$ cat config.mk
export PLATFORM = sky130hd
export DESIGN_NAME = approx_sqrt_ctrl
export DESIGN_NICKNAME = d
export VERILOG_FILES = /design/src/rtl/approx_sqrt_ctrl.sv
export SDC_FILE = /design/constraint.sdc
export NUM_CORES = 1
export LEC_CHECK = 0
export ABC_AREA = 0
export CAP_MARGIN = 30
export CORE_UTILIZATION = 50
export CTS_BUF_LIST = sky130_fd_sc_hd__clkbuf_4 sky130_fd_sc_hd__clkbuf_8
export DETAILED_ROUTE_END_ITERATION = 6
export GPL_ROUTABILITY_DRIVEN = 0
export GPL_TIMING_DRIVEN = 1
export PLACE_DENSITY = 0.79
export SLEW_MARGIN = 0
export SYNTH_ARGS = -nofsm -noshare
export SYNTH_HDL_FRONTEND = slang
export SYNTH_SLANG_ARGS = --single-unit
$ cat constraint.sdc
create_clock -name clk -period 4.9 [get_ports clk]
set_clock_uncertainty 0.05 [all_clocks]
set_input_delay 1.225 -clock clk [delete_from_list [all_inputs] [get_ports clk]]
set_output_delay 1.225 -clock clk [all_outputs]
set_load 0.01 [all_outputs]
$ cat src/rtl/approx_sqrt_ctrl.sv
// approx_sqrt_ctrl
// ----------------
// Sequencer for an external combinational approximation ALU. It computes the
// integer square root and remainder of a non-negative 8-bit signed operand by
// repeatedly subtracting 1, 3, 5, ... from it. The number of subtractions that
// stay non-negative is the root, and what is left over is the remainder.
// When VERIFY=1, a closing pass rebuilds root*root + rem on the ALU. It flags a
// mismatch against the latched operand.
//
// Ports
//   clk            system clock, rising edge
//   rst            asynchronous active-low reset
//   start_i        start request, sampled only while idle
//   x_i            signed operand (legal range 0..127)
//   busy_o         high while a computation is in progress
//   done_o         one-cycle completion pulse
//   root_o         floor(sqrt(x)), held until the next completion
//   rem_o          x - root*root, held until the next completion
//   err_o          negative operand or verify mismatch, held likewise
//   alu_mode_o     0 ADD_ONE, 1 SUB_ONE, 2 ADD_SUB, 3 MULTIPLY, 4 ALU_IDLE
//   alu_op_a_o     ALU operand A
//   alu_op_b_o     ALU operand B
//   alu_sigma_n_o  1 = A-B, 0 = A+B (ADD_SUB only)
//   alu_res_i      ALU result, valid in the cycle the operation is issued
module approx_sqrt_ctrl #(
  parameter bit VERIFY = 1'b1
) (
  input  logic        clk,
  input  logic        rst,
  input  logic        start_i,
  input  logic [7:0]  x_i,
  output logic        busy_o,
  output logic        done_o,
  output logic [3:0]  root_o,
  output logic [7:0]  rem_o,
  output logic        err_o,
  output logic [2:0]  alu_mode_o,
  output logic [7:0]  alu_op_a_o,
  output logic [7:0]  alu_op_b_o,
  output logic        alu_sigma_n_o,
  input  logic [15:0] alu_res_i
);

  localparam logic [2:0] MODE_ADD_ONE  = 3'd0;
  localparam logic [2:0] MODE_ADD_SUB  = 3'd2;
  localparam logic [2:0] MODE_MULTIPLY = 3'd3;
  localparam logic [2:0] MODE_IDLE     = 3'd4;

  typedef enum logic [2:0] {
    S_IDLE,
    S_SUB,
    S_INC_R,
    S_INC_O1,
    S_INC_O2,
    S_VMUL,
    S_VADD,
    S_DONE
  } state_t;

  state_t     state_q;
  logic [7:0] rem_q;      // running remainder
  logic [7:0] odd_q;      // next odd number to subtract (peaks at 23)
  logic [3:0] r_q;        // running root (peaks at 11)
  logic [7:0] sq_q;       // root*root from the verify multiply
  logic [7:0] x_q;        // operand latched at the start edge
  logic       err_q;
  logic       busy_q;
  logic       done_q;
  logic [3:0] root_out_q;
  logic [7:0] rem_out_q;
  logic       err_out_q;

  // Legal operands keep every intermediate value within 0..127, so only the
  // low byte is ever captured. Bit 15 is the loop-exit sign test.
  logic unused_res_bits;
  assign unused_res_bits = ^alu_res_i[14:8];

  always_ff @(posedge clk or negedge rst) begin
    if (!rst) begin
      state_q    <= S_IDLE;
      rem_q      <= '0;
      odd_q      <= '0;
      r_q        <= '0;
      sq_q       <= '0;
      x_q        <= '0;
      err_q      <= 1'b0;
      busy_q     <= 1'b0;
      done_q     <= 1'b0;
      root_out_q <= '0;
      rem_out_q  <= '0;
      err_out_q  <= 1'b0;
    end else begin
      done_q <= 1'b0;
      case (state_q)
        S_IDLE: begin
          if (start_i) begin
            x_q <= x_i;
            if (x_i[7]) begin
              // A negative operand is rejected without touching the ALU.
              r_q        <= '0;
              rem_q      <= '0;
              err_q      <= 1'b1;
              root_out_q <= '0;
              rem_out_q  <= '0;
              err_out_q  <= 1'b1;
              done_q     <= 1'b1;
              busy_q     <= 1'b0;
              state_q    <= S_DONE;
            end else begin
              rem_q   <= x_i;
              odd_q   <= 8'd1;
              r_q     <= '0;
              err_q   <= 1'b0;
              busy_q  <= 1'b1;
              state_q <= S_SUB;
            end
          end
        end
        S_SUB: begin
          if (alu_res_i[15]) begin
            // The subtraction went negative, so rem_q already holds the final remainder.
            if (VERIFY) begin
              state_q <= S_VMUL;
            end else begin
              root_out_q <= r_q;
              rem_out_q  <= rem_q;
              err_out_q  <= err_q;
              done_q     <= 1'b1;
              busy_q     <= 1'b0;
              state_q    <= S_DONE;
            end
          end else begin
            rem_q   <= alu_res_i[7:0];
            state_q <= S_INC_R;
          end
        end
        S_INC_R: begin
          r_q     <= alu_res_i[3:0];
          state_q <= S_INC_O1;
        end
        S_INC_O1: begin
          odd_q   <= alu_res_i[7:0];
          state_q <= S_INC_O2;
        end
        S_INC_O2: begin
          odd_q   <= alu_res_i[7:0];
          state_q <= S_SUB;
        end
        S_VMUL: begin
          sq_q    <= alu_res_i[7:0];
          state_q <= S_VADD;
        end
        S_VADD: begin
          err_q      <= (alu_res_i[7:0] != x_q);
          root_out_q <= r_q;
          rem_out_q  <= rem_q;
          err_out_q  <= (alu_res_i[7:0] != x_q);
          done_q     <= 1'b1;
          busy_q     <= 1'b0;
          state_q    <= S_DONE;
        end
        S_DONE: begin
          state_q <= S_IDLE;
        end
        default: begin
          busy_q  <= 1'b0;
          state_q <= S_IDLE;
        end
      endcase
    end
  end

  // The ALU request is a pure decode of the state and the internal registers.
  // It never depends on an input, so alu_res_i cannot form a combinational loop.
  always_comb begin
    alu_mode_o    = MODE_IDLE;
    alu_op_a_o    = '0;
    alu_op_b_o    = '0;
    alu_sigma_n_o = 1'b0;
    case (state_q)
      S_SUB: begin
        alu_mode_o    = MODE_ADD_SUB;
        alu_sigma_n_o = 1'b1;
        alu_op_a_o    = rem_q;
        alu_op_b_o    = odd_q;
      end
      S_INC_R: begin
        alu_mode_o = MODE_ADD_ONE;
        alu_op_a_o = {4'b0000, r_q};
      end
      S_INC_O1, S_INC_O2: begin
        alu_mode_o = MODE_ADD_ONE;
        alu_op_a_o = odd_q;
      end
      S_VMUL: begin
        alu_mode_o = MODE_MULTIPLY;
        alu_op_a_o = {4'b0000, r_q};
        alu_op_b_o = {4'b0000, r_q};
      end
      S_VADD: begin
        alu_mode_o = MODE_ADD_SUB;
        alu_op_a_o = sq_q;
        alu_op_b_o = rem_q;
      end
      default: begin
        alu_mode_o = MODE_IDLE;
      end
    endcase
  end

  assign busy_o = busy_q;
  assign done_o = done_q;
  assign root_o = root_out_q;
  assign rem_o  = rem_out_q;
  assign err_o  = err_out_q;

endmodule

== After elaboration in Yosys (flattened, before gate mapping) ==
Index checks and enable logic that the tools add are counted.
Word-level totals
  register bits: 54
  input bits: 27
  output and inout port bits: 35
Cells by class
  equality and inequality tests: 12
  mux-type cells: 32
  reductions and logical operators: 15
Operators by type and width (number)
  2-to-1 mux 8 bit: 6
  one-hot mux 8 bit (2 select lines): 3
  one-hot mux 8 bit (4 select lines): 1
  one-hot mux 3 bit (8 select lines): 1
  one-hot mux 8 bit (3 select lines): 1
  one-hot mux 4 bit (2 select lines): 2
  equality test 3 bit (second input constant): 4
  2-to-1 mux 4 bit: 3
  2-to-1 mux 3 bit: 3
  one-hot mux 3 bit (3 select lines): 1
  AND reduction 3 bit: 3
  != test 2 bit (second input constant): 4
  != test 8 bit: 1
  nonzero test 2 bit: 4
  2-to-1 mux 1 bit: 7
  2-to-1 mux 7 bit: 1
  equality test 3 x 2 -> 1 bit (second input constant): 2
  one-hot mux 1 bit (2 select lines): 3
  AND reduction 2 bit: 3
  OR reduction 2 bit: 3
  equality test 3 x 1 -> 1 bit (second input constant): 1
  logical NOT 3 bit: 1
  OR reduction 3 bit: 1

== Logic depth before layout (Yosys ltp) ==
  word-level depth: 4
  mapped depth: 6
  depth with buffers taken out: 3

== Worst setup path before layout ==
OpenSTA, ideal clock, no wires.
  path kind: reg2out
  from: register state_q[0]
  to: output alu_op_b_o[0]
  arrival: 1322 ps
  slack: 2303 ps
  stages on the path, launching flop included: 6
  cell sequence: dfrtp_1 buf_2 buf_2 nor2b_1 a22oi_1 o21ai_0
On the way
  cells in the longest elaborated chain, start to end: 2
  elaborated cells on any way between the ends: 4
RTL lines
  start, declared: RTL line 60  | state_t state_q;
  start signal, assigned: RTL line 80  | state_q <= S_IDLE;
  start signal, assigned: RTL line 108  | state_q <= S_DONE;
  start signal, assigned: RTL line 115  | state_q <= S_SUB;
  equality test 3 bit (tied with other cells)
  one-hot mux 8 bit (3 select lines) (*): RTL line 180  | case (state_q)
  end, declared: RTL line 39  | output logic [7:0] alu_op_b_o,
Mark *: on every way between the ends. The rest lies on a longest branch, timed or not.

== Worst setup path in the final report ==
  from: register state_q[0]
  to: output alu_op_b_o[7]
Same word-level chain as after synthesis.

==> flow_metrics.py <==
metrics = {
    "floorplan": {
        "ios": 62,
        "dieArea_sq_um": 5883,
        "die_w_um": 76.70,
        "initial_core_util": 0.5327,
        "core_sq_um": 5238,
        "rows": 26,
        "die_h_um": 76.70,
    },
    "min_path": {
        "hp-start": "sq_q[7]",
        "worstHoldEndpoint": "sq_q[7]",
        "hold_path_depth": 2,
        "holdCritPathClass": "register to register",
    },
    "yosys": {
        "ys_types": 39,
        "syn_area_per_cell_sq_um": 11.07,
        "syn_nets": 279,
        "synth-seq-cells": 54,
        "synth_cells": 252,
        "yosysSeqAreaShare": 0.4843,
        "yosysWarnings": 0,
        "synth.cell_area_sq_um": 2790,
    },
    "timing": {
        "rsz0062_at_grt": "no",
        "setup_viol": 0,
        "period_share": 0.8433,
        "finalHoldViolations": 0,
        "relSlewSlack": 0.2890,
        "finalCriticalPeriod_ns": 4.132,
        "tns_ns": 0,
        "worst_pin_slew_ns": 1.062,
        "max_freq_ghz": 0.2420,
        "setup_ws_ns": 0.7679,
        "drv_slew": 0,
    },
    "power_and_ir_drop": {
        "p_comb_frac": 0.494,
        "power_mw": 2.409,
        "pwr-share-seq": 0.355,
        "swShare": 0.3767,
        "switchingPower_mw": 0.9076,
        "p_leak_nw": 1.560,
        "power_density_nw_per_um2": 686.5,
        "p_int_mw": 1.502,
        "ir_worst_vdd_uv": 287.6,
        "p_clk_frac": 0.150,
    },
    "placement": {
        "dp_hpwl_um": 4498,
        "numPortBuffers": 54,
        "place_area_sq_um": 3367,
        "place_ws_ns": 1.158,
    },
    "global_route": {
        "grtUsageMet2": 0.3589,
        "grt_pass1_vias": 1996,
        "antenna_found_initial": 0,
        "gr-usage-met1": 0.3273,
        "grtUsageTotal": 0.2283,
        "met3_usage": 0.04048,
        "grt_pass1_wl_um": 10380,
        "gr-total-overflow": 0,
        "grt_max_degree": 55,
        "grt.busiest_layer": "met2",
    },
    "cells_and_area": {
        "regArea_sq_um": 1351,
        "areaGrowthSynthToFinish_pct": 25.78,
        "fillers": 407,
        "drive_gt1_frac": 0.1213,
        "design_area_sq_um": 3510,
        "antenna_cells": 0,
        "finish.utilization": 0.6701,
        "multi_input_area_sq_um": 1276,
        "final_nets": 331,
    },
    "route": {
        "wl_per_cell_um": 17.07,
        "vias": 2182,
        "first_iter_violations": 168,
        "drc": 0,
        "drt-pass1-iter-count": 4,
        "ant_nets": 0,
        "wl_um": 6403,
        "viasPerCell": 5.819,
    },
    "worst_setup_path": {
        "end_kind": "output port",
        "regToRegEndpoint": "rem_q[0]",
        "max_stage_delay_ns": 0.94,
        "critPathKind": "register to output port",
        "r2r_start": "state_q[0]",
        "start_kind": "register",
        "cp_max_fo": 19,
        "cp.arrival_ns": 2.86,
        "crit_family": "simple AND/OR/NAND/NOR gates",
        "path_cells": "nor3b_2, buf_4, a22o_1, clkdlybuf4s50_1",
        "ff2ff_path_depth": 4,
        "required_ns": 3.62,
        "r2r_slack_ns": 2.24,
        "cpMaxStageDelayCell": "nor3b_2",
        "cp_num_buf_inv": 2,
    },
    "run_status": {
        "outcome": "complete, no violations",
    },
    "cts": {
        "post_cts_resized": 0,
        "clockBufferDepth": 2,
        "clkLatencyLatePin_ns": 0.31,
        "clkTransAtPathRegs_ns": 0.10,
        "cts_tree": "done",
        "htreeDepth": 2,
        "cts_buffers": 5,
        "ctsHoldBuffers": 0,
        "cts_setup_buffers": 0,
        "cts-root-buf": "clkbuf_8",
        "clock_sinks": 54,
    },
    "job": {
        "maxCapViolCount": 0,
    },
}
[registers in the layout (all words and copies together), names as in the netlist, 3 cells and up]
name / flops
odd_q: 8
rem_o: 8
rem_q: 8
sq_q: 8
x_q: 8
r_q: 4
root_o: 4
state_q: 3
[area by class of cell]
| cell class | instances | share of cell area |
|---|---|---|
| clock buffers | 6 | 0.02353 |
| clock inverters | 2 | 0.01711 |
| flip-flops and latches | 54 | 0.3850 |
| well taps | 70 | 0.02496 |
| inverters | 19 | 0.02032 |
| repair buffers | 60 | 0.1654 |
| multi-input cells | 164 | 0.3636 |
[cell usage in the layout, fill, tap and decap left out, types with 6 or more instances in the layout]
cell             Yosys  layout
dfrtp_1             54      54
clkdlybuf4s50_1      0      53
mux2i_1             21      21
a22o_1              20      20
o21ai_0             18      18
inv_1               18      18
mux2_2              17      17
nand2_1             14      14
nand2b_1            13      13
o22ai_1              9       9
xor2_1               8       8
o32ai_1              7       7
clkbuf_8             0       6
buf_4                2       6
[per-stage QoR]
step | hold slack, ns | std cells
final | 0.4396 | 375
after global routing | 0.4666 | 375
after CTS | 0.4419 | 375
after detailed placement | 0.4200 | 367
after global placement | 0.4122 | 367
after floorplan | 0.3996 | 252
[synth_stat cells]
library cell | count | area, sq um
buf_6 | 3 | 33.78
nor2_1 | 4 | 15.01
a31oi_1 | 1 | 6.260
buf_4 | 2 | 15.01
mux2i_1 | 21 | 210.2
nand2_1 | 14 | 52.55
xor2_1 | 8 | 70.07
a221oi_1 | 2 | 17.52
a21boi_1 | 1 | 7.510
nand3b_1 | 1 | 7.510
nand3_1 | 1 | 5.000
o21ai_0 | 18 | 90.09
a32oi_1 | 1 | 8.760
a22oi_1 | 4 | 30.03
dfrtp_1 | 54 | 1351
nor2_2 | 1 | 6.260
a21oi_2 | 1 | 8.760
nand4bb_1 | 1 | 11.26
nand2b_1 | 13 | 81.33
a22o_1 | 20 | 175.2
o22ai_1 | 9 | 56.30
or2_1 | 1 | 6.260
nor2b_1 | 3 | 18.77
nor3b_1 | 1 | 7.510
o21a_1 | 1 | 7.510
o21bai_1 | 1 | 7.510
nor2_8 | 1 | 20.02
o32a_1 | 1 | 10.01
clkinv_1 | 1 | 3.750
clkbuf_1 | 2 | 7.510
o32ai_1 | 7 | 61.31
inv_1 | 18 | 67.56
a21oi_1 | 1 | 5.000
nor4_1 | 2 | 12.51
a21oi_4 | 1 | 16.27
a21o_1 | 4 | 30.03
mux2_2 | 17 | 191.4
buf_2 | 8 | 40.04
and3b_1 | 2 | 17.52
[routing by layer]
metal	vias up	wire, um
met4	0	76
met1	1069	2901
met5	-	0
met2	85	3032
met3	10	392
li1	1018	-
[worst max path at each step]
| stage | from | to | slack (ns) | cells past startpoint |
|---|---|---|---|---|
| 2_1_floorplan | state_q[0] | alu_op_b_o[0] | 2.30 | 5 |
| 3_3_place_gp | state_q[0] | alu_op_b_o[7] | 1.19 | 4 |
| 3_5_place_dp | state_q[0] | alu_op_b_o[7] | 1.16 | 4 |
| 4_1_cts | state_q[0] | alu_op_b_o[7] | 0.81 | 4 |
| 5_1_grt | state_q[0] | alu_op_b_o[7] | 0.65 | 4 |
| 6_report | state_q[0] | alu_op_b_o[7] | 0.77 | 4 |
[power groups by stage]
| stage | combinational [mW] | clock, mW | sequential, mW |
|---|---|---|---|
| after floorplan | 0.792 | 0 | 0.789 |
| after global placement | 1.17 | 0 | 0.846 |
| after detailed placement | 1.19 | 0 | 0.858 |
| after CTS | 1.20 | 0.364 | 0.850 |
| after global routing | 1.29 | 0.380 | 0.885 |
| final | 1.19 | 0.362 | 0.856 |
[worst reg2reg max path: cells and delay by family (launching register included)]
kind          cells  cell delay, ns
buf+inv           1            0.29
flops             1            0.67
mux               2            0.61
simple gates      1            0.94
[kinds of logic after synthesis]
logic type,Yosys count,share of synthesized area
AOI/OAI and AO/OA,73,0.1928
DFF,54,0.4843
and+or+nand+nor,45,0.09373
muxes,38,0.1439
buffers and inverters,34,0.06009
xor gates and xnor gates,8,0.02511
Note: power is estimated with default switching activity, not from simulation.
